==> src/rtl/ysyx_23060240_seq_defs.sv <==
// Shared definitions for the core sequencer: state encodings, per-instruction
// flags captured at decode, and a helper classifying the bus-waiting states.
package ysyx_23060240_seq_defs;

    typedef enum logic [2:0] {
        S_IDLE   = 3'd0,
        S_FETCH  = 3'd1,
        S_DECODE = 3'd2,
        S_MEM_RD = 3'd3,
        S_MEM_WR = 3'd4,
        S_COMMIT = 3'd5,
        S_HALT   = 3'd6
    } seq_state_t;

    typedef struct packed {
        logic is_store;
    } seq_flags_t;

    // States in which the core holds a request level and waits for a done pulse.
    function automatic logic is_wait_state(input seq_state_t s);
        return (s == S_FETCH) || (s == S_MEM_RD) || (s == S_MEM_WR);
    endfunction

endpackage

==> src/rtl/ysyx_23060240_core_seq_if.sv <==
// Handshake bundle between the core sequencer (master) and the IFU/decoder/LSU
// side (slave).
//
// Handshake: each *_req is a level, high for every cycle the core waits in the
// matching state. The paired *_done is a single-cycle pulse; the cycle in which
// done is high while its req is high completes the transfer. A done pulse seen
// while its req is low is ignored. wb_en / pc_upd are one-cycle commit strobes.
interface ysyx_23060240_core_seq_if;
    logic        ifu_done;
    logic        dec_load;
    logic        dec_store;
    logic        dec_halt;
    logic        lsu_rd_done;
    logic        lsu_wr_done;
    logic        ifu_req;
    logic        lsu_rd_req;
    logic        lsu_wr_req;
    logic        wb_en;
    logic        pc_upd;
    logic        halted;
    logic        bus_err;
    logic [31:0] instret;

    modport master (
        input  ifu_done, dec_load, dec_store, dec_halt, lsu_rd_done, lsu_wr_done,
        output ifu_req, lsu_rd_req, lsu_wr_req, wb_en, pc_upd, halted, bus_err, instret
    );

    modport slave (
        output ifu_done, dec_load, dec_store, dec_halt, lsu_rd_done, lsu_wr_done,
        input  ifu_req, lsu_rd_req, lsu_wr_req, wb_en, pc_upd, halted, bus_err, instret
    );
endinterface

==> src/rtl/ysyx_23060240_seq_wdog.sv <==
// Transaction watchdog: counts wait cycles without a done pulse and flags a
// timeout in the cycle that would be the TIMEOUT_CYC-th one without done.
module ysyx_23060240_seq_wdog #(
    parameter int TIMEOUT_CYC = 255,
    parameter int CNT_W       = 16
) (
    input  logic clk,
    input  logic rst,
    input  logic clear,
    input  logic enable,
    input  logic done,
    output logic timeout
);

    localparam logic [CNT_W-1:0] LIMIT = CNT_W'(TIMEOUT_CYC - 1);

    logic [CNT_W-1:0] cnt;

    always_ff @(posedge clk or negedge rst) begin
        if (!rst) begin
            cnt <= '0;
        end else if (clear) begin
            cnt <= '0;
        end else if (enable && !done && !timeout) begin
            cnt <= cnt + 1'b1;
        end
    end

    // A done pulse in the final cycle suppresses the timeout.
    assign timeout = enable && !done && (cnt >= LIMIT);

endmodule

==> src/rtl/ysyx_23060240_core_seq.sv <==
// Multi-cycle core sequencer: FETCH -> DECODE -> [MEM_RD | MEM_WR] -> COMMIT,
// with a bus watchdog, sticky halt/error and a retired-instruction counter.
module ysyx_23060240_core_seq
    import ysyx_23060240_seq_defs::*;
#(
    parameter int TIMEOUT_CYC = 255,
    parameter int CNT_W       = 16
) (
    input  logic                       clk,
    input  logic                       rst,
    ysyx_23060240_core_seq_if.master   bus,
    output seq_state_t                 state_dbg
);

    seq_state_t  state;
    seq_flags_t  flags;
    logic        err;
    logic [31:0] instret_q;
    logic        in_wait;
    logic        wd_done;
    logic        wd_timeout;

    assign in_wait = is_wait_state(state);

    always_comb begin
        wd_done = 1'b0;
        case (state)
            S_FETCH:  wd_done = bus.ifu_done;
            S_MEM_RD: wd_done = bus.lsu_rd_done;
            S_MEM_WR: wd_done = bus.lsu_wr_done;
            default:  wd_done = 1'b0;
        endcase
    end

    // Held clear outside the wait states, so every wait starts from zero.
    ysyx_23060240_seq_wdog #(
        .TIMEOUT_CYC (TIMEOUT_CYC),
        .CNT_W       (CNT_W)
    ) u_wdog (
        .clk     (clk),
        .rst     (rst),
        .clear   (!in_wait),
        .enable  (in_wait),
        .done    (wd_done),
        .timeout (wd_timeout)
    );

    always_ff @(posedge clk or negedge rst) begin
        if (!rst) begin
            state     <= S_IDLE;
            flags     <= '0;
            err       <= 1'b0;
            instret_q <= '0;
        end else begin
            case (state)
                S_IDLE: state <= S_FETCH;
                S_FETCH: begin
                    if (bus.ifu_done) begin
                        state <= S_DECODE;
                    end else if (wd_timeout) begin
                        state <= S_HALT;
                        err   <= 1'b1;
                    end
                end
                S_DECODE: begin
                    flags.is_store <= bus.dec_store;
                    if (bus.dec_halt) begin
                        state <= S_HALT;
                    end else if (bus.dec_load && bus.dec_store) begin
                        state <= S_HALT;
                        err   <= 1'b1;
                    end else if (bus.dec_load) begin
                        state <= S_MEM_RD;
                    end else if (bus.dec_store) begin
                        state <= S_MEM_WR;
                    end else begin
                        state <= S_COMMIT;
                    end
                end
                S_MEM_RD: begin
                    if (bus.lsu_rd_done) begin
                        state <= S_COMMIT;
                    end else if (wd_timeout) begin
                        state <= S_HALT;
                        err   <= 1'b1;
                    end
                end
                S_MEM_WR: begin
                    if (bus.lsu_wr_done) begin
                        state <= S_COMMIT;
                    end else if (wd_timeout) begin
                        state <= S_HALT;
                        err   <= 1'b1;
                    end
                end
                S_COMMIT: begin
                    instret_q <= instret_q + 32'd1;
                    state     <= S_FETCH;
                end
                S_HALT:  state <= S_HALT;
                default: state <= S_IDLE;
            endcase
        end
    end

    assign bus.ifu_req    = (state == S_FETCH);
    assign bus.lsu_rd_req = (state == S_MEM_RD);
    assign bus.lsu_wr_req = (state == S_MEM_WR);
    assign bus.pc_upd     = (state == S_COMMIT);
    assign bus.wb_en      = (state == S_COMMIT) && !flags.is_store;
    assign bus.halted     = (state == S_HALT);
    assign bus.bus_err    = err;
    assign bus.instret    = instret_q;
    assign state_dbg      = state;

endmodule

==> src/flat_wrapper.sv <==
// flat-port wrapper written by rule: the top's interface ports become plain ports
module ysyx_23060240_core_seq_flat import ysyx_23060240_seq_defs::*;
#(
    parameter int TIMEOUT_CYC = 255,
    parameter int CNT_W       = 16
)
  (clk, rst, state_dbg, bus_ifu_done, bus_dec_load, bus_dec_store, bus_dec_halt, bus_lsu_rd_done, bus_lsu_wr_done, bus_ifu_req, bus_lsu_rd_req, bus_lsu_wr_req, bus_wb_en, bus_pc_upd, bus_halted, bus_bus_err, bus_instret);
  ysyx_23060240_core_seq_if bus_i ();
  input  logic clk;
  input  logic rst;
  output seq_state_t state_dbg;
  input wire logic [$bits(bus_i.ifu_done)-1:0] bus_ifu_done;
  input wire logic [$bits(bus_i.dec_load)-1:0] bus_dec_load;
  input wire logic [$bits(bus_i.dec_store)-1:0] bus_dec_store;
  input wire logic [$bits(bus_i.dec_halt)-1:0] bus_dec_halt;
  input wire logic [$bits(bus_i.lsu_rd_done)-1:0] bus_lsu_rd_done;
  input wire logic [$bits(bus_i.lsu_wr_done)-1:0] bus_lsu_wr_done;
  output wire logic [$bits(bus_i.ifu_req)-1:0] bus_ifu_req;
  output wire logic [$bits(bus_i.lsu_rd_req)-1:0] bus_lsu_rd_req;
  output wire logic [$bits(bus_i.lsu_wr_req)-1:0] bus_lsu_wr_req;
  output wire logic [$bits(bus_i.wb_en)-1:0] bus_wb_en;
  output wire logic [$bits(bus_i.pc_upd)-1:0] bus_pc_upd;
  output wire logic [$bits(bus_i.halted)-1:0] bus_halted;
  output wire logic [$bits(bus_i.bus_err)-1:0] bus_bus_err;
  output wire logic [$bits(bus_i.instret)-1:0] bus_instret;
  assign bus_i.ifu_done = bus_ifu_done;
  assign bus_i.dec_load = bus_dec_load;
  assign bus_i.dec_store = bus_dec_store;
  assign bus_i.dec_halt = bus_dec_halt;
  assign bus_i.lsu_rd_done = bus_lsu_rd_done;
  assign bus_i.lsu_wr_done = bus_lsu_wr_done;
  assign bus_ifu_req = bus_i.ifu_req;
  assign bus_lsu_rd_req = bus_i.lsu_rd_req;
  assign bus_lsu_wr_req = bus_i.lsu_wr_req;
  assign bus_wb_en = bus_i.wb_en;
  assign bus_pc_upd = bus_i.pc_upd;
  assign bus_halted = bus_i.halted;
  assign bus_bus_err = bus_i.bus_err;
  assign bus_instret = bus_i.instret;
  ysyx_23060240_core_seq #(.TIMEOUT_CYC(TIMEOUT_CYC), .CNT_W(CNT_W)) u_core (.clk(clk), .rst(rst), .bus(bus_i), .state_dbg(state_dbg));
endmodule
==> config.mk <==
export PLATFORM = sky130hd
export DESIGN_NAME = ysyx_23060240_core_seq_flat
export DESIGN_NICKNAME = d
export VERILOG_FILES = /design/src/rtl/ysyx_23060240_seq_defs.sv /design/src/rtl/ysyx_23060240_core_seq_if.sv /design/src/rtl/ysyx_23060240_seq_wdog.sv /design/src/rtl/ysyx_23060240_core_seq.sv /design/src/flat_wrapper.sv
export SDC_FILE = /design/constraint.sdc
export NUM_CORES = 1
export LEC_CHECK = 0
export ABC_AREA = 0
export CORE_MARGIN = 2
export CORE_UTILIZATION = 58
export CTS_BUF_LIST = sky130_fd_sc_hd__clkbuf_8
export DETAILED_ROUTE_END_ITERATION = 10
export HOLD_SLACK_MARGIN = 0.15
export PLACE_DENSITY = 0.88
export SLEW_MARGIN = 20
export SYNTH_ARGS = -nofsm -noshare
export SYNTH_HDL_FRONTEND = slang
export SYNTH_SLANG_ARGS = --single-unit
==> constraint.sdc <==
create_clock -name clk -period 2.9 [get_ports clk]
set_clock_uncertainty 0.1 [all_clocks]
set_input_delay 0.725 -clock clk [delete_from_list [all_inputs] [get_ports clk]]
set_output_delay 0.725 -clock clk [all_outputs]
set_load 0.05 [all_outputs]
==> impl_metrics.toml <==
[cts]
htreeDepth = 2
cts_buffer_depth = 2
root_buffer = "clkbuf_8"
numCtsBuffers = 5
postCtsSetupRepairBufs = 0
cts_tree = "yes"
path_clk_slew_ps = 80
cts_num_sinks = 53
hold_buffers = 0
cts_resized = 0
clock_latency_ps = 300

[global_route]
grt_pass1_vias = 1884
grt_pass1_wl_mm = 8.79
grt_use_total_pct = 22.2
grt-ovfl-total = 0
grt_max_degree = 29
antenna_found_initial = 0

[job]
cap_violations = 0

[hold_path]
hp-class = "input port to asynchronous set/reset pin"

[power_and_ir_drop]
leakage_nw = 1.48
clock_power_share_pct = 19.4
p_sw_share_pct = 40.2
comb_power_share_pct = 37.5
switching_power_w = 0.000859
p_int_w = 0.00128
pwr-share-seq_pct = 43.1
power_density_mw_per_mm2 = 656
peakVddDrop_mv = 0.651

[finish]
area_delta_synth_final_pct = 24.0
layout_common_cells = "dfrtp_1, clkdlybuf4s50_1, nand2_1, nor2_1, xnor2_1"
final_common_cell = "dfrtp_1"
drive_above_1_share_pct = 10.7
fin_nets = 309
antenna_cells = 0
fin_util_pct = 74.8

[detailed_routing]
drc = 0
ant_nets = 0
avgRoutedWirePerCell_um = 15.1
route.vias.total = 1940
via_per_inst = 5.54
first_pass_iters = 4
wirelength_mm = 5.28
drt_iter0_markers = 138

[setup_path]
r2r_slack_ps = 740
crit_path_end_kind = "primary output"
timing.rr.start = "u_core.state_dbg[0]$_DFF_PN0_"
crit_path_end = "bus_ifu_req"
reg2reg_depth = 5
crit_required_ps = 2080
critPathLaunchType = "flop"
worstReg2RegEnd = "u_core.u_wdog.cnt[3]$_DFFE_PN0P_"
cp_max_fo = 13
worst_ep_arrival_time_ps = 1960
crit_start = "u_core.state_dbg[2]$_DFF_PN0_"
critPathKind = "flop to primary output"

[yosys]
ys_types = 45
ys.flop_type = "dfrtp_1"
async_flop_share_pct = 100
netlist_instances = 246
synth.avg_cell_area_um2 = 10.7
ys_seq_area_share_pct = 50.5
synth_edf_count = 0
yosysWarnings = 0
syn-num-nets = 257
synth_area_mm2 = 0.00263
yosys_register_bits = 53

[floorplanning]
start_util_pct = 60.3
core_area_mm2 = 0.00435
dieArea_mm2 = 0.00508
rows = 24
die_w_um = 71.3
dieHeight_um = 71.3
io_pins = 50

[placement]
post-dp-hpwl_mm = 3.95
place.gp.congestion = 0.784
portBuffers = 49

[status]
status = "finished, final reports clean"

[sta]
holdWs_ps = 346
setup-violations-final = 0
hold_viol = 0
maxSlewViolCount = 0
rsz0062_at_grt = "false"
fmax_mhz = 359
final.setup.tns_ps = 0
fin_crit_sh_pct = 96.0
period_needed_ps = 2790
worstMarginPinSlew_ps = 653
slew_headroom_pct = 56.5
## power by group through the flow
stage / clock, W / combinational [W] / sequential (W)
detailed placement: 0 / 0.000803 / 0.000931
finish: 0.000415 / 0.000801 / 0.000920
floorplan: 0 / 0.000416 / 0.00107
CTS: 0.000426 / 0.000805 / 0.000919
global route: 0.000459 / 0.000862 / 0.000937
global placement: 0 / 0.000784 / 0.000927
## registers in the layout (all words and copies together) (netlist names)
register / count
u_core.bus.bus_err: 1
u_core.u_wdog.cnt: 16
u_core.state_dbg: 3
u_core.flags: 1
u_core.bus.instret: 32
## kinds of logic (layout without fill, tap and decap cells)
| group | Yosys count | count (layout) | share of synthesized area [%] |
|---|---|---|---|
| compound gates | 27 | 27 | 7.62 |
| xor+xnor | 32 | 32 | 10.7 |
| fa+ha+maj | 3 | 3 | 1.43 |
| buf+inv | 18 | 70 | 2.81 |
| flops | 53 | 53 | 50.5 |
| mux | 3 | 3 | 1.19 |
| simple gates | 110 | 110 | 25.8 |
## cell type report
type                    instances  area (µm²)
well taps                      52        65.1
multi-input cells             175        1230
flip-flops and latches         53        1330
clock buffers                   6        82.6
clock inverters                 1        7.51
repair buffers                 51         503
inverters                      12        45.0
fillers                       315        1100
## layer usage
layer	vias to the layer above	share of wire [%]	wire (µm)	global-route usage, %
li1	936	-	-	-
met1	939	43	2280	28.9
met2	53	50	2650	36.6
met3	12	4.5	239	5.34
met4	0	2.1	112	7.55
met5	-	0	0	0
## per-stage QoR
stage	area [µm²]	worst slack (ps)	cells	power [W]
after global routing	3260	4.81	350	0.00226
after detailed placement	3170	370	343	0.00173
after floorplan	2630	39.8	246	0.00149
final	3260	115	350	0.00214
after global placement	3170	442	343	0.00171
after CTS	3260	102	350	0.00215
## synth_stat cells, types with 3 or more instances
library cell	count	area [µm²]
dfrtp_1	53	1330
nand2_1	26	97.6
nor2_1	25	93.8
xnor2_1	22	193
inv_1	11	41.3
and2_1	10	62.6
xor2_1	10	87.6
a21oi_1	8	40.0
nand3_1	7	35.0
nand4_1	6	37.5
nand2b_1	5	31.3
and3_1	4	25.0
nor2b_1	4	25.0
nor3_1	4	20.0
o21ai_0	4	20.0
clkbuf_1	3	11.3
ha_1	3	37.5
nand4_4	3	63.8
nor4_4	3	63.8
## worst max-delay path: stages (launching register included)
cell             delay (ps)
dfrtp_1                 520
nand2b_1                230
nor2_1                  110
clkdlybuf4s50_1         800
## worst min path at each step
| stage | start | to | slack, ps | depth (start not counted) |
|---|---|---|---|---|
| 2_1_floorplan | rst | u_core.bus.bus_err$_DFFE_PN0P_ | 330 | 0 |
| 3_3_place_gp | u_core.bus.instret[31]$_DFFE_PN0P_ | u_core.bus.instret[31]$_DFFE_PN0P_ | 360 | 1 |
| 3_5_place_dp | u_core.bus.instret[31]$_DFFE_PN0P_ | u_core.bus.instret[31]$_DFFE_PN0P_ | 360 | 1 |
| 4_1_cts | rst | u_core.state_dbg[2]$_DFF_PN0_ | 360 | 1 |
| 5_1_grt | u_core.bus.instret[31]$_DFFE_PN0P_ | u_core.bus.instret[31]$_DFFE_PN0P_ | 390 | 1 |
| 6_report | rst | u_core.state_dbg[2]$_DFF_PN0_ | 350 | 1 |
No activity file was read; power rests on OpenSTA's default activity.
